==> src/rtl/mem_arb.sv <==
// mem_arb: round-robin arbiter giving two requesters single-access use of one memory port, with a wait timeout.
module mem_arb #(
  parameter int AW = 32,
  parameter int DW = 32,
  parameter int TIMEOUT = 15
) (
  input  logic          clk,
  input  logic          rst,
  input  logic          req0,
  input  logic          req1,
  input  logic          we0,
  input  logic          we1,
  input  logic [AW-1:0] addr0,
  input  logic [AW-1:0] addr1,
  input  logic [DW-1:0] wdata0,
  input  logic [DW-1:0] wdata1,
  output logic          done0,
  output logic          done1,
  output logic          err0,
  output logic          err1,
  output logic [DW-1:0] rdata0,
  output logic [DW-1:0] rdata1,
  output logic          mem_req,
  output logic          mem_we,
  output logic [AW-1:0] mem_adr,
  output logic [DW-1:0] mem_wdata,
  input  logic [DW-1:0] mem_rdata,
  input  logic          mem_ready,
  output logic          busy
);
  localparam logic [1:0] S_IDLE = 2'd0;
  localparam logic [1:0] S_ACC  = 2'd1;
  localparam logic [1:0] S_DONE = 2'd2;
  logic [1:0]    r_state;
  logic          r_owner;
  logic          r_last;
  logic          r_we;
  logic          r_err;
  logic [7:0]    r_cnt;
  logic [AW-1:0] r_adr;
  logic [DW-1:0] r_wdata;
  logic [DW-1:0] r_rdata0;
  logic [DW-1:0] r_rdata1;
  logic          w_grant;
  logic          w_acc;
  logic          w_done;
  logic          w_fin;
  logic [DW-1:0] w_val;
  assign w_grant = (req0 & req1) ? ~r_last : req1;
  assign w_acc   = r_state == S_ACC;
  assign w_done  = r_state == S_DONE;
  assign w_fin   = mem_ready | (r_cnt == 8'(TIMEOUT - 1));
  assign w_val   = mem_ready ? mem_rdata : '0;
  always_ff @(posedge clk) begin
    if (!rst) begin
      r_state  <= S_IDLE;
      r_owner  <= 1'b0;
      r_last   <= 1'b1;
      r_we     <= 1'b0;
      r_err    <= 1'b0;
      r_cnt    <= '0;
      r_adr    <= '0;
      r_wdata  <= '0;
      r_rdata0 <= '0;
      r_rdata1 <= '0;
    end else begin
      case (r_state)
        S_IDLE: if (req0 | req1) begin
          r_state <= S_ACC;
          r_owner <= w_grant;
          r_last  <= w_grant;
          r_we    <= w_grant ? we1 : we0;
          r_adr   <= w_grant ? addr1 : addr0;
          r_wdata <= w_grant ? wdata1 : wdata0;
          r_cnt   <= '0;
          r_err   <= 1'b0;
        end
        S_ACC: begin
          r_cnt <= r_cnt + 8'd1;
          // a timed-out read returns zero; writes never touch read data
          if (w_fin) begin
            r_state <= S_DONE;
            r_err   <= ~mem_ready;
            if (!r_we && !r_owner) r_rdata0 <= w_val;
            if (!r_we && r_owner) r_rdata1 <= w_val;
          end
        end
        default: r_state <= S_IDLE;
      endcase
    end
  end
  assign mem_req   = w_acc;
  assign mem_we    = w_acc & r_we;
  assign mem_adr   = r_adr;
  assign mem_wdata = r_wdata;
  assign done0     = w_done & ~r_owner;
  assign done1     = w_done & r_owner;
  assign err0      = done0 & r_err;
  assign err1      = done1 & r_err;
  assign rdata0    = r_rdata0;
  assign rdata1    = r_rdata1;
  assign busy      = r_state != S_IDLE;
endmodule
==> config.mk <==
export PLATFORM = sky130hd
export DESIGN_NAME = mem_arb
export DESIGN_NICKNAME = d
export VERILOG_FILES = /design/src/rtl/mem_arb.sv
export SDC_FILE = /design/constraint.sdc
export NUM_CORES = 1
export LEC_CHECK = 0
export ABC_AREA = 0
export CAP_MARGIN = 25
export CORE_ASPECT_RATIO = 0.8
export CORE_MARGIN = 5
export CORE_UTILIZATION = 36
export CTS_CLUSTER_SIZE = 40
export DETAILED_ROUTE_END_ITERATION = 7
export PLACE_DENSITY = 0.76
export SLEW_MARGIN = 20
export SYNTH_ARGS = -nofsm -noshare
export SYNTH_HDL_FRONTEND = slang
export SYNTH_SLANG_ARGS = --single-unit
==> constraint.sdc <==
create_clock -name clk -period 1.4 [get_ports clk]
set_clock_uncertainty 0.05 [all_clocks]
set_input_delay 0.21 -clock clk [delete_from_list [all_inputs] [get_ports clk]]
set_output_delay 0.21 -clock clk [all_outputs]
set_load 0.1 [all_outputs]
* After elaboration in Yosys (flattened, before gate mapping)
Cells that the tools add are included.
** Word-level totals
- Input bits :: 167
- Register bits :: 142
- Output and inout port bits :: 135
- Logic and storage cells :: 53
** Operators by class
- $add $sub $neg :: 1
- Bitwise gates (word level) :: 11
- Equality and inequality tests :: 5
- Mux-type cells :: 13
- Reduce and logical (&&, ||, !) cells :: 13
** Operators with widths (number)
- 2-to-1 mux 32 bit :: 3
- case mux 8 bit (2 select lines) :: 1
- AND reduction 3 bit :: 3
- adder 8 x 1 -> 8 bit, second input constant :: 1
- equality test 8 x 4 -> 1 bit, second input constant :: 1
- 2-to-1 mux 8 bit :: 1
- bitwise AND 1 bit :: 6
- AND reduction 2 bit :: 3
- 2-to-1 mux 1 bit :: 4
- 2-to-1 mux 2 bit :: 2
- case mux 2 bit (2 select lines) :: 1
- nonzero test 2 bit :: 2
- NOT 1 bit :: 3
- equality test 2 x 1 -> 1 bit, second input constant :: 1
- equality test 2 bit, second input constant :: 1
- logical AND 1 bit :: 2
- zero test 1 bit :: 2
- zero test 2 bit :: 1
- inequality test 2 x 1 -> 1 bit, second input constant :: 1
- inequality test 2 bit, second input constant :: 1
- bitwise OR 1 bit :: 2
- case mux 1 bit (2 select lines) :: 1

* Longest topological paths before layout
- Depth after elaboration :: 4
- Depth in mapped cells :: 7
- Gate-level depth less buffers :: 6

* Worst setup path before layout
Ideal clock, no wire load.
- Kind :: register to output
- Start :: register r_state[1]
- End :: output err0
- Arrival time :: 3.576 ns
- Stages on the path, launching flop included :: 3
- Data required time :: 1.140 ns
- Setup slack :: -2.436 ns
- Path buffers :: 0
- Cell sequence :: dfxtp_1 > nor3b_1 > and2_1
** Between the ends
- Cells in the longest elaborated chain, start to end :: 3
** RTL lines
- start: declaration :: line 34 : logic [1:0] r_state;
- start signal: assignment :: line 56 : r_state <= S_IDLE;
- start signal: assignment :: line 69 : r_state <= S_ACC;
- start signal: assignment :: line 82 : r_state <= S_DONE;
- equality test 2 bit :: line 51 : assign w_done = r_state == S_DONE;
- bitwise AND 1 bit :: line 96 : assign done0 = w_done & ~r_owner;
- named net done0 :: line 17 : output logic done0,
- bitwise AND 1 bit :: line 98 : assign err0 = done0 & r_err;
- end: declaration :: line 19 : output logic err0,
The timed path passes the listed nets, and every way through them passes these cells.

* Worst setup path in the final report
- Start :: register r_state[0]
- End :: output err1
** Between the ends
- Cells in the longest elaborated chain, start to end :: 3
** RTL lines
- equality test 2 bit :: line 51
- bitwise AND 1 bit :: line 97 : assign done1 = w_done & r_owner;
- bitwise AND 1 bit :: line 99 : assign err1 = done1 & r_err;
- end: declaration :: line 20 : output logic err1,
Every way passes these cells.

==> impl_results.md <==
- Post-synth ARST share: 0%
- Vias post-DR: 6821
- Post-synthesis register bit count: 142
- H-tree depth: 4
- Clock Tree Buf Depth: 2
- Clock Latency Late Sink: 0.43 ns
- Core Util, Final: 84.0%
- Tcrit/Tclk final: 124%
- Status: complete, but fails checks
- CP Buf/Inv Count: 2
- Worst path cell trace: buf_6 > and3b_2 > and2_4 > buf_12
- Clock transition at path regs: 0.06 ns
- GRT overflow: 0
- Worst Path Arrival: 1.48 ns
- DP Worst Slack: -0.424 ns
- Worst Hold Class: input port to flop
- DRC Markers: 0
- WL final: about 27 mm
- Share of layout cells above drive strength 1: 43.8%
- Worst path depth: 4
- Top post-synthesis cells by area: dfxtp_1 49%, mux2i_1 12%, o21ai_0 6.1%
- PnR worst setup slack: -0.340 ns
- Worst Setup Path Type: flop to output pin
- Peak VDD IR: between 800 and 900 µV
- Syn_nets: between 800 and 900
- Inserted Clock Buffers: 17
- Worst R2R Path Depth: 9
- Core Area: 15700 µm²
- Final setup fails: 145
- Routed WL per cell: 21.5 µm
- Endpoint type of the worst setup path: output pin
- Vias in the first global route: 6929
- Worst-path maximum fanout: 3
- CP required: 1.14 ns
- Top-area cell type share of the netlist area: 49.2%
- Syn Inst Count: around 660
- Syn_area_per_cell: 8.77 µm²
- Post-synthesis cell area: 5780 µm²
- Gr usage total: roughly a quarter
- Startpoint types: flop
- Endpoints failing hold: 0
- Layout area overhead: 129%
- RSZ-0062 raised after global routing: true
- Layout Nets: roughly 1200
- Largest area contributor in the netlist: dfxtp_1
- Post-DP Area: between 10000 and 15000 µm²
- First-pass GRT wire length: 37.9 mm
- CTS sink count: 142
- Worst Max-Slew Pin Slew: ~0.37 ns
- Failing checks: negative setup slack
- Initial antenna violation count: 0
- Top_reg_cell synth: dfxtp_1
- Power Dens Cells: approximately 1100 nW/µm²
- Leakage dissipation: 5.13 nW
- Antenna fix cells: 0
- Starting Density: ~37%
- Max stage delay on crit path: 0.37 ns
- Unique cell type count in the Yosys netlist: 38
- DRT iter0 DRCs: between 400 and 500
- HPWL after DPL: 15.5 mm
- Fin. max-slew vios: 0
- Critical path's slowest cell: dfxtp_4
- Largest net degree at the start of global routing: 64
- CP top delay family: simple AND/OR/NAND/NOR gates
- Num ports: 302
- # Max-Cap Violations: 0
- TritonRoute pass-1 iters: 5
- Row count: 41
- Chip width: approximately 150 µm
- Relative slew slack: 74.9%
- Min Clock Period, post-route: 1.74 ns
- Post-route cell area: roughly 13000 µm²
- Root buffer cell: clkbuf_16
- GP Congestion: 0.808
- Post-CTS Hold Buffers: 0
- PortBufs: 301
- Fmax: 575 MHz
- Worst hold path depth: 3
- Count of flip-flops with a built-in enable after synthesis: 0
- Yosys warns: 0
- CTS tree: built
- DR vias/cell: about 5.4
- Die Ht: 123 µm
- DIE AREA: 18700 µm²
- Final Hold Slack: around 0.22 ns
- Sequential-to-total area share from yosys stat: 49.2%
- ANT nets after route: 0
- # fillers: a little under 800
- TNS Setup: -29.28 ns
final timing paths:
| path | slack, ns | endpoint | start |
|---|---|---|---|
| worst min register to register | 0.45 | r_cnt[7] | r_cnt[7] |
| worst max register to register | -0.28 | mem_wdata[21] | r_state[1] |
| worst max-delay path | -0.34 | err1 | r_state[0] |
| worst min-delay path | 0.22 | r_last | rst |
worst register-to-register path, stage by stage, from the launching register on:
cell       delay, ns
dfxtp_4         0.36
buf_6           0.12
nor2_4          0.15
inv_4           0.06
nor2_4          0.21
buf_6           0.17
buf_6           0.10
buf_12          0.13
clkbuf_16       0.16
a21oi_2         0.05
registers in the layout, summed over array words and instances (netlist names):
register / cells
rdata1: 32
mem_adr: 32
r_err: 1
rdata0: 32
r_last: 1
r_cnt: 8
r_we: 1
mem_wdata: 32
r_owner: 1
r_state: 2
metrics by stage:
stage	total power (W)	std cells
after floorplan	0.00730	659
after global placement	0.00940	1178
after detailed placement	0.00946	1178
after CTS	0.0149	1269
after global routing	0.0156	1271
final	0.0152	1271
synthesized netlist by cell type (3+ instances only):
master	number
clkbuf_1	20
nand3_1	65
o21ai_1	64
a21oi_1	70
buf_2	26
mux2i_1	67
inv_1	3
nor2_1	6
o21ai_0	71
buf_4	10
nand2_1	71
nand4_1	3
nor3_1	4
and2_1	7
dfxtp_1	142
cells in the final DEF (no fill, tap or decap), types with 2 or more instances in the layout:
cell,netlist,layout
a21oi_1,70,6
nor2b_1,2,2
inv_6,0,4
nand2_1,71,70
nor3b_4,1,2
mux2i_1,67,67
o21ai_4,0,5
nor2_4,1,2
and2b_4,2,2
o21a_1,2,2
clkbuf_16,0,21
o21ai_0,71,23
a21oi_2,1,60
ha_4,0,2
nor3_1,4,2
and2_4,0,3
nor2_1,6,5
nand3_1,65,65
and3_1,2,2
and2_1,7,3
bufinv_16,0,2
buf_12,0,160
dfxtp_4,0,2
buf_16,0,16
nand4_1,3,3
clkinv_4,0,4
buf_8,0,6
buf_4,10,45
clkinvlp_4,0,4
dfxtp_2,0,3
o21ai_2,0,74
and4b_1,2,2
clkdlybuf4s50_1,0,165
a21oi_4,0,5
buf_6,0,27
nor3_4,0,2
o21ai_1,64,33
dfxtp_1,142,137
metal layers:
layer	track usage [%]	share of wire (%)	vias to the layer above
li1	-	-	3102
met1	29.3	37	3358
met2	46.8	52	297
met3	9.71	8.4	64
met4	9.37	3.4	0
met5	0	0	-
cell families after synthesis:
family                   after synthesis  share of synthesized area, %
buffers and inverters                 62                          5.30
flip-flops                           142                          49.2
multiplexers                          67                          11.6
AND/OR/NAND/NOR                      173                          14.7
XOR/XNOR                               1                         0.152
adder cells (fa/ha/maj)                2                         0.433
AO/OA/AOI/OAI                        212                          18.7
power by group:
part / leakage [nW] / total (W) / switching [W] / internal, W
sequential: 1.17 / 0.00467 / 0.000340 / 0.00433
combinational: 3.69 / 0.00600 / 0.00339 / 0.00262
clock: 0.278 / 0.00453 / 0.00188 / 0.00265
layout make-up:
class / count / area [µm²] / share of cell area, %
repair buffers: 423 / 6130 / 46.3
multi-input cells: 455 / 3370 / 25.5
flip-flops and latches: 142 / 2850 / 21.6
clock buffers: 18 / 429 / 3.24
well taps: 215 / 269 / 2.03
clock inverters: 14 / 158 / 1.19
inverters: 4 / 21.3 / 0.161
repair_timing:
| item | in CTS | in global routing |
|---|---|---|
| gates resized for setup | 111 | 187 |
| endpoints found under the hold margin | 0 | 0 |
| cloned | 22 | 4 |
| setup buffers | 37 | 15 |
| pin swaps | 20 | 18 |
| setup endpoints to repair | 142 | 147 |
(Power assumes the default switching activity.)
